$ cat src/rtl/rf_spi_arbiter_if.sv
// Requester-side and engine-side signals of the radio SPI command arbiter.
// The slave modport is the arbiter's view, and the master modport is the environment's view.
interface rf_spi_arbiter_if #(
  parameter int NREQ = 2
);
  logic [NREQ-1:0]    req;
  logic [2*NREQ-1:0]  req_mode;
  logic [10*NREQ-1:0] req_addr;
  logic [8*NREQ-1:0]  req_wdata;
  logic [NREQ-1:0]    gnt;
  logic               resp_valid;
  logic [1:0]         resp_id;
  logic [7:0]         resp_rdata;
  logic               resp_err;
  logic               busy;
  logic               eng_c_en;
  logic [1:0]         eng_mode;
  logic [9:0]         eng_addr;
  logic [7:0]         eng_wdata;
  logic               eng_ready;
  logic               eng_cs;
  logic               eng_sdo;

  modport slave (
    input  req, req_mode, req_addr, req_wdata, eng_ready, eng_cs, eng_sdo,
    output gnt, resp_valid, resp_id, resp_rdata, resp_err, busy,
           eng_c_en, eng_mode, eng_addr, eng_wdata
  );

  modport master (
    output req, req_mode, req_addr, req_wdata, eng_ready, eng_cs, eng_sdo,
    input  gnt, resp_valid, resp_id, resp_rdata, resp_err, busy,
           eng_c_en, eng_mode, eng_addr, eng_wdata
  );
endinterface

$ cat src/rtl/rf_spi_arbiter.sv
// Round-robin command arbiter in front of the radio SPI engine. It runs one transaction at a time,
// deserializes the read byte, and returns exactly one response per grant, with an error response on timeout.
module rf_spi_arbiter #(
  parameter int NREQ    = 2,
  parameter int TIMEOUT = 64
) (
  input  logic             clk,
  input  logic             rst,
  rf_spi_arbiter_if.slave  bus
);

  localparam logic [1:0] S_IDLE  = 2'd0;
  localparam logic [1:0] S_ISSUE = 2'd1;
  localparam logic [1:0] S_WAIT  = 2'd2;
  localparam logic [1:0] S_RESP  = 2'd3;
  localparam int CW = $clog2(TIMEOUT + 1);
  localparam logic [CW-1:0] TO_LIM = CW'(TIMEOUT);

  logic [1:0]      state_r;
  logic [CW-1:0]   cnt_r;
  logic [7:0]      shift_r;
  logic [1:0]      last_r;
  logic [1:0]      id_r;
  logic [3:0]      req_pad_s;
  logic [7:0]      mode_pad_s;
  logic [39:0]     addr_pad_s;
  logic [31:0]     wdata_pad_s;
  logic [2:0]      idx_s;
  logic [1:0]      winner_s;
  logic            found_s;
  logic [NREQ-1:0] gnt_s;
  logic [1:0]      win_mode_s;
  logic [9:0]      win_addr_s;
  logic [7:0]      win_wdata_s;
  logic [CW-1:0]   cnt_next_s;
  logic            expired_s;

  // Round-robin search starting one past the last served requester
  always_comb begin
    req_pad_s = 4'(bus.req);
    idx_s     = 3'd0;
    winner_s  = 2'd0;
    found_s   = 1'b0;
    for (int k = 1; k <= NREQ; k++) begin
      idx_s = {1'b0, last_r} + 3'(k);
      if (idx_s >= 3'(NREQ)) begin
        idx_s = idx_s - 3'(NREQ);
      end else begin
        idx_s = idx_s;
      end
      if (!found_s && req_pad_s[idx_s[1:0]]) begin
        winner_s = idx_s[1:0];
        found_s  = 1'b1;
      end else begin
        found_s  = found_s;
      end
    end
    for (int i = 0; i < NREQ; i++) begin
      gnt_s[i] = (winner_s == 2'(i));
    end
  end

  // Payload mux for the winning requester
  always_comb begin
    mode_pad_s  = 8'(bus.req_mode);
    addr_pad_s  = 40'(bus.req_addr);
    wdata_pad_s = 32'(bus.req_wdata);
    case (winner_s)
      2'd0: begin
        win_mode_s = mode_pad_s[1:0]; win_addr_s = addr_pad_s[9:0];   win_wdata_s = wdata_pad_s[7:0];
      end
      2'd1: begin
        win_mode_s = mode_pad_s[3:2]; win_addr_s = addr_pad_s[19:10]; win_wdata_s = wdata_pad_s[15:8];
      end
      2'd2: begin
        win_mode_s = mode_pad_s[5:4]; win_addr_s = addr_pad_s[29:20]; win_wdata_s = wdata_pad_s[23:16];
      end
      default: begin
        win_mode_s = mode_pad_s[7:6]; win_addr_s = addr_pad_s[39:30]; win_wdata_s = wdata_pad_s[31:24];
      end
    endcase
  end

  // Timeout detection: the count reaches the limit on this edge
  always_comb begin
    cnt_next_s = cnt_r + CW'(1'b1);
    expired_s  = (cnt_next_s == TO_LIM);
  end

  // Sequencer, engine drive and response registers
  always_ff @(posedge clk or posedge rst) begin
    if (rst) begin
      state_r         <= S_IDLE;
      cnt_r           <= {CW{1'b0}};
      shift_r         <= 8'h00;
      last_r          <= 2'(NREQ - 1);
      id_r            <= 2'd0;
      bus.gnt         <= {NREQ{1'b0}};
      bus.resp_valid  <= 1'b0;
      bus.resp_id     <= 2'd0;
      bus.resp_rdata  <= 8'h00;
      bus.resp_err    <= 1'b0;
      bus.busy        <= 1'b0;
      bus.eng_c_en    <= 1'b0;
      bus.eng_mode    <= 2'd0;
      bus.eng_addr    <= 10'd0;
      bus.eng_wdata   <= 8'h00;
    end else begin
      bus.gnt        <= {NREQ{1'b0}};
      bus.resp_valid <= 1'b0;
      case (state_r)
        S_IDLE: begin
          if (found_s && bus.eng_ready && bus.eng_cs) begin
            bus.gnt       <= gnt_s;
            bus.eng_mode  <= win_mode_s;
            bus.eng_addr  <= win_addr_s;
            bus.eng_wdata <= win_wdata_s;
            bus.eng_c_en  <= 1'b1;
            bus.busy      <= 1'b1;
            id_r          <= winner_s;
            cnt_r         <= {CW{1'b0}};
            shift_r       <= 8'h00;
            state_r       <= S_ISSUE;
          end
        end
        S_ISSUE: begin
          cnt_r <= cnt_next_s;
          if (expired_s) begin
            bus.eng_c_en   <= 1'b0;
            bus.resp_valid <= 1'b1;
            bus.resp_id    <= id_r;
            bus.resp_rdata <= 8'h00;
            bus.resp_err   <= 1'b1;
            state_r        <= S_RESP;
          end else if (!bus.eng_cs) begin
            bus.eng_c_en <= 1'b0;
            state_r      <= S_WAIT;
          end
        end
        S_WAIT: begin
          cnt_r <= cnt_next_s;
          if (bus.eng_cs) begin
            bus.resp_valid <= 1'b1;
            bus.resp_id    <= id_r;
            bus.resp_rdata <= bus.eng_mode[0] ? 8'h00 : shift_r;
            bus.resp_err   <= 1'b0;
            state_r        <= S_RESP;
          end else if (expired_s) begin
            bus.resp_valid <= 1'b1;
            bus.resp_id    <= id_r;
            bus.resp_rdata <= 8'h00;
            bus.resp_err   <= 1'b1;
            state_r        <= S_RESP;
          end else begin
            shift_r <= {shift_r[6:0], bus.eng_sdo};
          end
        end
        S_RESP: begin
          last_r         <= id_r;
          bus.resp_id    <= 2'd0;
          bus.resp_rdata <= 8'h00;
          bus.resp_err   <= 1'b0;
          bus.busy       <= 1'b0;
          state_r        <= S_IDLE;
        end
        default: begin
          state_r <= S_IDLE;
        end
      endcase
    end
  end

endmodule
$ cat src/flat_wrapper.sv
// flat-port wrapper written by rule: the top's interface ports become plain ports
module rf_spi_arbiter_flat 
#(
  parameter int NREQ    = 2,
  parameter int TIMEOUT = 64
)
  (clk, rst, bus_req, bus_req_mode, bus_req_addr, bus_req_wdata, bus_eng_ready, bus_eng_cs, bus_eng_sdo, bus_gnt, bus_resp_valid, bus_resp_id, bus_resp_rdata, bus_resp_err, bus_busy, bus_eng_c_en, bus_eng_mode, bus_eng_addr, bus_eng_wdata);
  rf_spi_arbiter_if #(.NREQ(NREQ)) bus_i ();
  input  logic clk;
  input  logic rst;
  input wire logic [$bits(bus_i.req)-1:0] bus_req;
  input wire logic [$bits(bus_i.req_mode)-1:0] bus_req_mode;
  input wire logic [$bits(bus_i.req_addr)-1:0] bus_req_addr;
  input wire logic [$bits(bus_i.req_wdata)-1:0] bus_req_wdata;
  input wire logic [$bits(bus_i.eng_ready)-1:0] bus_eng_ready;
  input wire logic [$bits(bus_i.eng_cs)-1:0] bus_eng_cs;
  input wire logic [$bits(bus_i.eng_sdo)-1:0] bus_eng_sdo;
  output wire logic [$bits(bus_i.gnt)-1:0] bus_gnt;
  output wire logic [$bits(bus_i.resp_valid)-1:0] bus_resp_valid;
  output wire logic [$bits(bus_i.resp_id)-1:0] bus_resp_id;
  output wire logic [$bits(bus_i.resp_rdata)-1:0] bus_resp_rdata;
  output wire logic [$bits(bus_i.resp_err)-1:0] bus_resp_err;
  output wire logic [$bits(bus_i.busy)-1:0] bus_busy;
  output wire logic [$bits(bus_i.eng_c_en)-1:0] bus_eng_c_en;
  output wire logic [$bits(bus_i.eng_mode)-1:0] bus_eng_mode;
  output wire logic [$bits(bus_i.eng_addr)-1:0] bus_eng_addr;
  output wire logic [$bits(bus_i.eng_wdata)-1:0] bus_eng_wdata;
  assign bus_i.req = bus_req;
  assign bus_i.req_mode = bus_req_mode;
  assign bus_i.req_addr = bus_req_addr;
  assign bus_i.req_wdata = bus_req_wdata;
  assign bus_i.eng_ready = bus_eng_ready;
  assign bus_i.eng_cs = bus_eng_cs;
  assign bus_i.eng_sdo = bus_eng_sdo;
  assign bus_gnt = bus_i.gnt;
  assign bus_resp_valid = bus_i.resp_valid;
  assign bus_resp_id = bus_i.resp_id;
  assign bus_resp_rdata = bus_i.resp_rdata;
  assign bus_resp_err = bus_i.resp_err;
  assign bus_busy = bus_i.busy;
  assign bus_eng_c_en = bus_i.eng_c_en;
  assign bus_eng_mode = bus_i.eng_mode;
  assign bus_eng_addr = bus_i.eng_addr;
  assign bus_eng_wdata = bus_i.eng_wdata;
  rf_spi_arbiter #(.NREQ(NREQ), .TIMEOUT(TIMEOUT)) u_core (.clk(clk), .rst(rst), .bus(bus_i));
endmodule
$ cat config.mk
export PLATFORM = sky130hd
export DESIGN_NAME = rf_spi_arbiter_flat
export DESIGN_NICKNAME = d
export VERILOG_FILES = /design/src/rtl/rf_spi_arbiter_if.sv /design/src/rtl/rf_spi_arbiter.sv /design/src/flat_wrapper.sv
export SDC_FILE = /design/constraint.sdc
export NUM_CORES = 1
export LEC_CHECK = 0
export ABC_CLOCK_PERIOD_IN_PS = 3710
export CAP_MARGIN = 20
export CELL_PAD_IN_SITES_DETAIL_PLACEMENT = 1
export CELL_PAD_IN_SITES_GLOBAL_PLACEMENT = 1
export CORE_MARGIN = 4
export CORE_UTILIZATION = 40
export DETAILED_ROUTE_END_ITERATION = 12
export DONT_BUFFER_PORTS = 1
export PLACE_DENSITY = 0.69
export SYNTH_ARGS = -nofsm -noshare
export SYNTH_HDL_FRONTEND = slang
export SYNTH_SLANG_ARGS = --single-unit
export TNS_END_PERCENT = 5
$ cat constraint.sdc
create_clock -name clk -period 3.71 [get_ports clk]
set_input_delay 0.371 -clock clk [delete_from_list [all_inputs] [get_ports clk]]
set_output_delay 0.371 -clock clk [all_outputs]
set_load 0.02 [all_outputs]
==> results.ini <==
[worst_setup_path]
endpoint_kind=flop
rrSetupSlack_ns=1.39
reg2reg_depth=5
crit_slowest_cell=o2111a_1
worstReg2RegStart=u_core.state_r[0]
path_cells=inv_1, ha_1, o2111a_1, o221ai_2, a32o_1
crit_fanout=22
worstPathArrival_ns=2.53
path_class=reg -> reg
required_ns=3.92
cp-start-kind=flop
critPathMaxStageDelay_ns=0.72
reg2reg_to=u_core.shift_r[0]

[power_and_ir_drop]
finalPower_mw=2.39
p_seq_share_pct=49.4
irDropWorstVdd_mv=0.339
netSwitchingPower_mw=1.01
p_clk_share_pct=21.5
switching_share_pct=42.1
p_leak_nw=1.34
combPwrFrac_pct=29.1
cellPowerDensity_nw_per_um2=827
p_int_mw=1.39

[global_routing]
grt_pass1_vias=1812
gr-total-overflow=0
antenna_found_initial=0
grt_pass1_wl_mm=8.89
track_usage_pct=15.1
grt_max_degree=34

[timing]
fin_crit_ns=2.32
max-slew-margin-rel_pct=35.8
tns_ns=0
layout_setup_ws_ns=1.39
rsz0062_at_grt=no
setup_viol=0
period_share_pct=62.4
final_hold_viol_count=0
fmax_mhz=432
fin_skew_ns=0.00838
worstMarginPinSlew_ns=0.956
slew_violations=0

[clock_network]
clockBufferDepth=2
cts_sinks=57
clk_latency_ns=0.33
cts.htree.levels=3
cts_tree=yes
clk_pin_slew_ns=0.07
cts_buffers=9
cts-root-buf=clkbuf_8

[floorplan]
fp.dieH_um=88.8
core-area_um2=6350
pin_count=83
initial_utilization_pct=41.2
die_area_um2=7890
dieWidth_um=88.8
rows=29

[layout]
num_antenna_cells=0
design_area_um2=2890
nets=295
fin_cells=324
area_growth_pct=10.7
drive_gt1_share_pct=11.7
fillers=688

[synth]
synth-seq-area-share_pct=54.6
syn_nets=290
syn_inst=237
avgSynthCellArea_um2=11.0
synth_edf_count=0
yosysWarnings=0
ys.flop_type=dfrtp_1
synthesis.area_um2=2610
synthArstFlopShare_pct=100
ys_ff_latch=57
synth_cell_type_count=39

[drt]
drt_iter0_drc=63
finalWirelength_mm=5.89
vias=1853
postRouteAntennaNets=0
wl_per_cell_um=18.2
firstDrtPassIters=6
viasPerCell=5.72
drcViolationCount=0

[placement]
gp_congestion=0.820
dp_cells=306
dp.final_hpwl_mm=4.18
portBuffers=0
place_area_um2=2680
pre_cts_slack_ns=1.39

[worst_hold_path]
hold_end=u_core.bus.gnt[0]
holdPathStages=1
min_from=bus_req[1]
hold_class=in -> reg

[flow_run]
cap_viol_max_count=0

[status]
status=finished clean

==> cell type report <==
type	instances	area, um^2	area share, %
tap	77	96.3	3.33
timing repair buffer	4	52.6	1.82
multi-input combinational	163	1120	38.6
sequential	57	1430	49.3
clock buffer	13	159	5.49
clock inverter	3	15.0	0.519
inverter	7	26.3	0.908
==> synth_stat cells (2+ instances only) <==
cell type  number  share of area [%]
a41oi_1         2               0.67
nand2_1        14                2.0
ha_1            6                2.9
a21oi_1        27                5.2
a32o_1          8                3.1
buf_1           6               0.86
nor2b_1         2               0.48
a22o_1         11                3.7
o21ai_0         5               0.96
inv_1           7                1.0
dfrtp_1        56                 54
nand2b_1        3               0.72
or2_2           2               0.48
nand3_1         3               0.57
a31oi_1         3               0.72
a211oi_1        3               0.86
a21o_1          2               0.57
o22ai_1         2               0.48
nor2_1         28                4.0
buf_2           4               0.77
xnor2_1         2               0.67
mux2i_1        22                8.4
mux2_2          3                1.3
==> timing repair <==
| action | CTS | global route |
|---|---|---|
| buffers inserted | 0 | 0 |
| hold buffers | 1 | 0 |
| resized for setup | 0 | 0 |
| endpoints found under the hold margin | 24 | 0 |
==> cell usage in the layout (no fill, tap or decap), drive strengths merged, types with 2 or more instances in the layout <==
master  count
or2         2
a21oi      27
nand2b      3
inv         7
clkinv      3
nand2      14
a211oi      3
a21boi      2
a22o       12
xnor2       2
mux2        3
nand3       4
mux2i      22
nor2       28
ha          6
buf         3
a21o        2
o21ai       5
a31oi       3
dfrtp      56
nor2b       2
a32o        8
a41oi       2
o22ai       2
clkbuf     13
==> how the worst max path moves through the flow <==
stage | startpoint | cells past startpoint | endpoint
floorplan | u_core.cnt_r[0] | 7 | u_core.bus.resp_rdata[7]
global placement | u_core.state_r[0] | 5 | u_core.shift_r[4]
detailed placement | u_core.state_r[0] | 5 | u_core.shift_r[6]
CTS | u_core.state_r[0] | 5 | u_core.shift_r[7]
global route | u_core.state_r[0] | 5 | u_core.shift_r[1]
finish | u_core.state_r[0] | 5 | u_core.shift_r[0]
==> sequential cells by signal, summed over array words and instances (netlist names) <==
| name | flops |
|---|---|
| u_core.bus.busy | 1 |
| u_core.bus.eng_addr | 10 |
| u_core.bus.eng_c_en | 1 |
| u_core.bus.eng_mode | 2 |
| u_core.bus.eng_wdata | 8 |
| u_core.bus.gnt | 2 |
| u_core.bus.resp_err | 1 |
| u_core.bus.resp_id | 2 |
| u_core.bus.resp_rdata | 8 |
| u_core.bus.resp_valid | 1 |
| u_core.cnt_r | 7 |
| u_core.id_r | 2 |
| u_core.last_r | 2 |
| u_core.shift_r | 8 |
| u_core.state_r | 2 |
==> stage by stage <==
stage | hold WS (ns) | utilization (%)
after floorplan | 0.454 | -
final | 0.116 | 45.6
after global placement | 0.315 | 42.2
after global routing | 0.100 | 45.6
after detailed placement | 0.317 | 42.2
after CTS | 0.0986 | 45.1
==> cells by family (layout without fill, tap and decap cells) <==
logic type      Yosys count  count (layout)  share of synthesized area, %
simple gates             58              58                          10.0
mux                      25              25                          9.72
compound gates           71              71                          19.1
xor+xnor                  3               3                          1.01
buf+inv                  17              27                          2.63
fa+ha+maj                 6               6                          2.87
flops                    57              57                          54.6
==> layer usage <==
layer	part of all wire [%]	up-vias	GRT usage [%]	wire length (um)
met4	1.9	0	5.77	110
met3	6.3	10	6.61	369
met2	49	41	22.4	2880
li1	-	870	-	-
met1	43	932	19.5	2530
met5	0	-	0	0
==> critical path, delay by kind of cell, from the launching register on <==
kind	cells	cell delay (ns)
AOI/OAI and AO/OA	3	1.35
adders and majority gates	1	0.29
buffers and inverters	1	0.14
DFF	1	0.41
==> power groups by stage <==
stage | Combinational [mW] | Clock, mW | Sequential (mW)
2_1_floorplan | 0.565 | 0 | 1.13
3_3_place_gp | 0.670 | 0 | 1.19
3_5_place_dp | 0.699 | 0 | 1.20
4_1_cts | 0.705 | 0.531 | 1.19
5_1_grt | 0.810 | 0.559 | 1.22
6_report | 0.698 | 0.514 | 1.18
No activity file was read; power rests on OpenSTA's default activity.
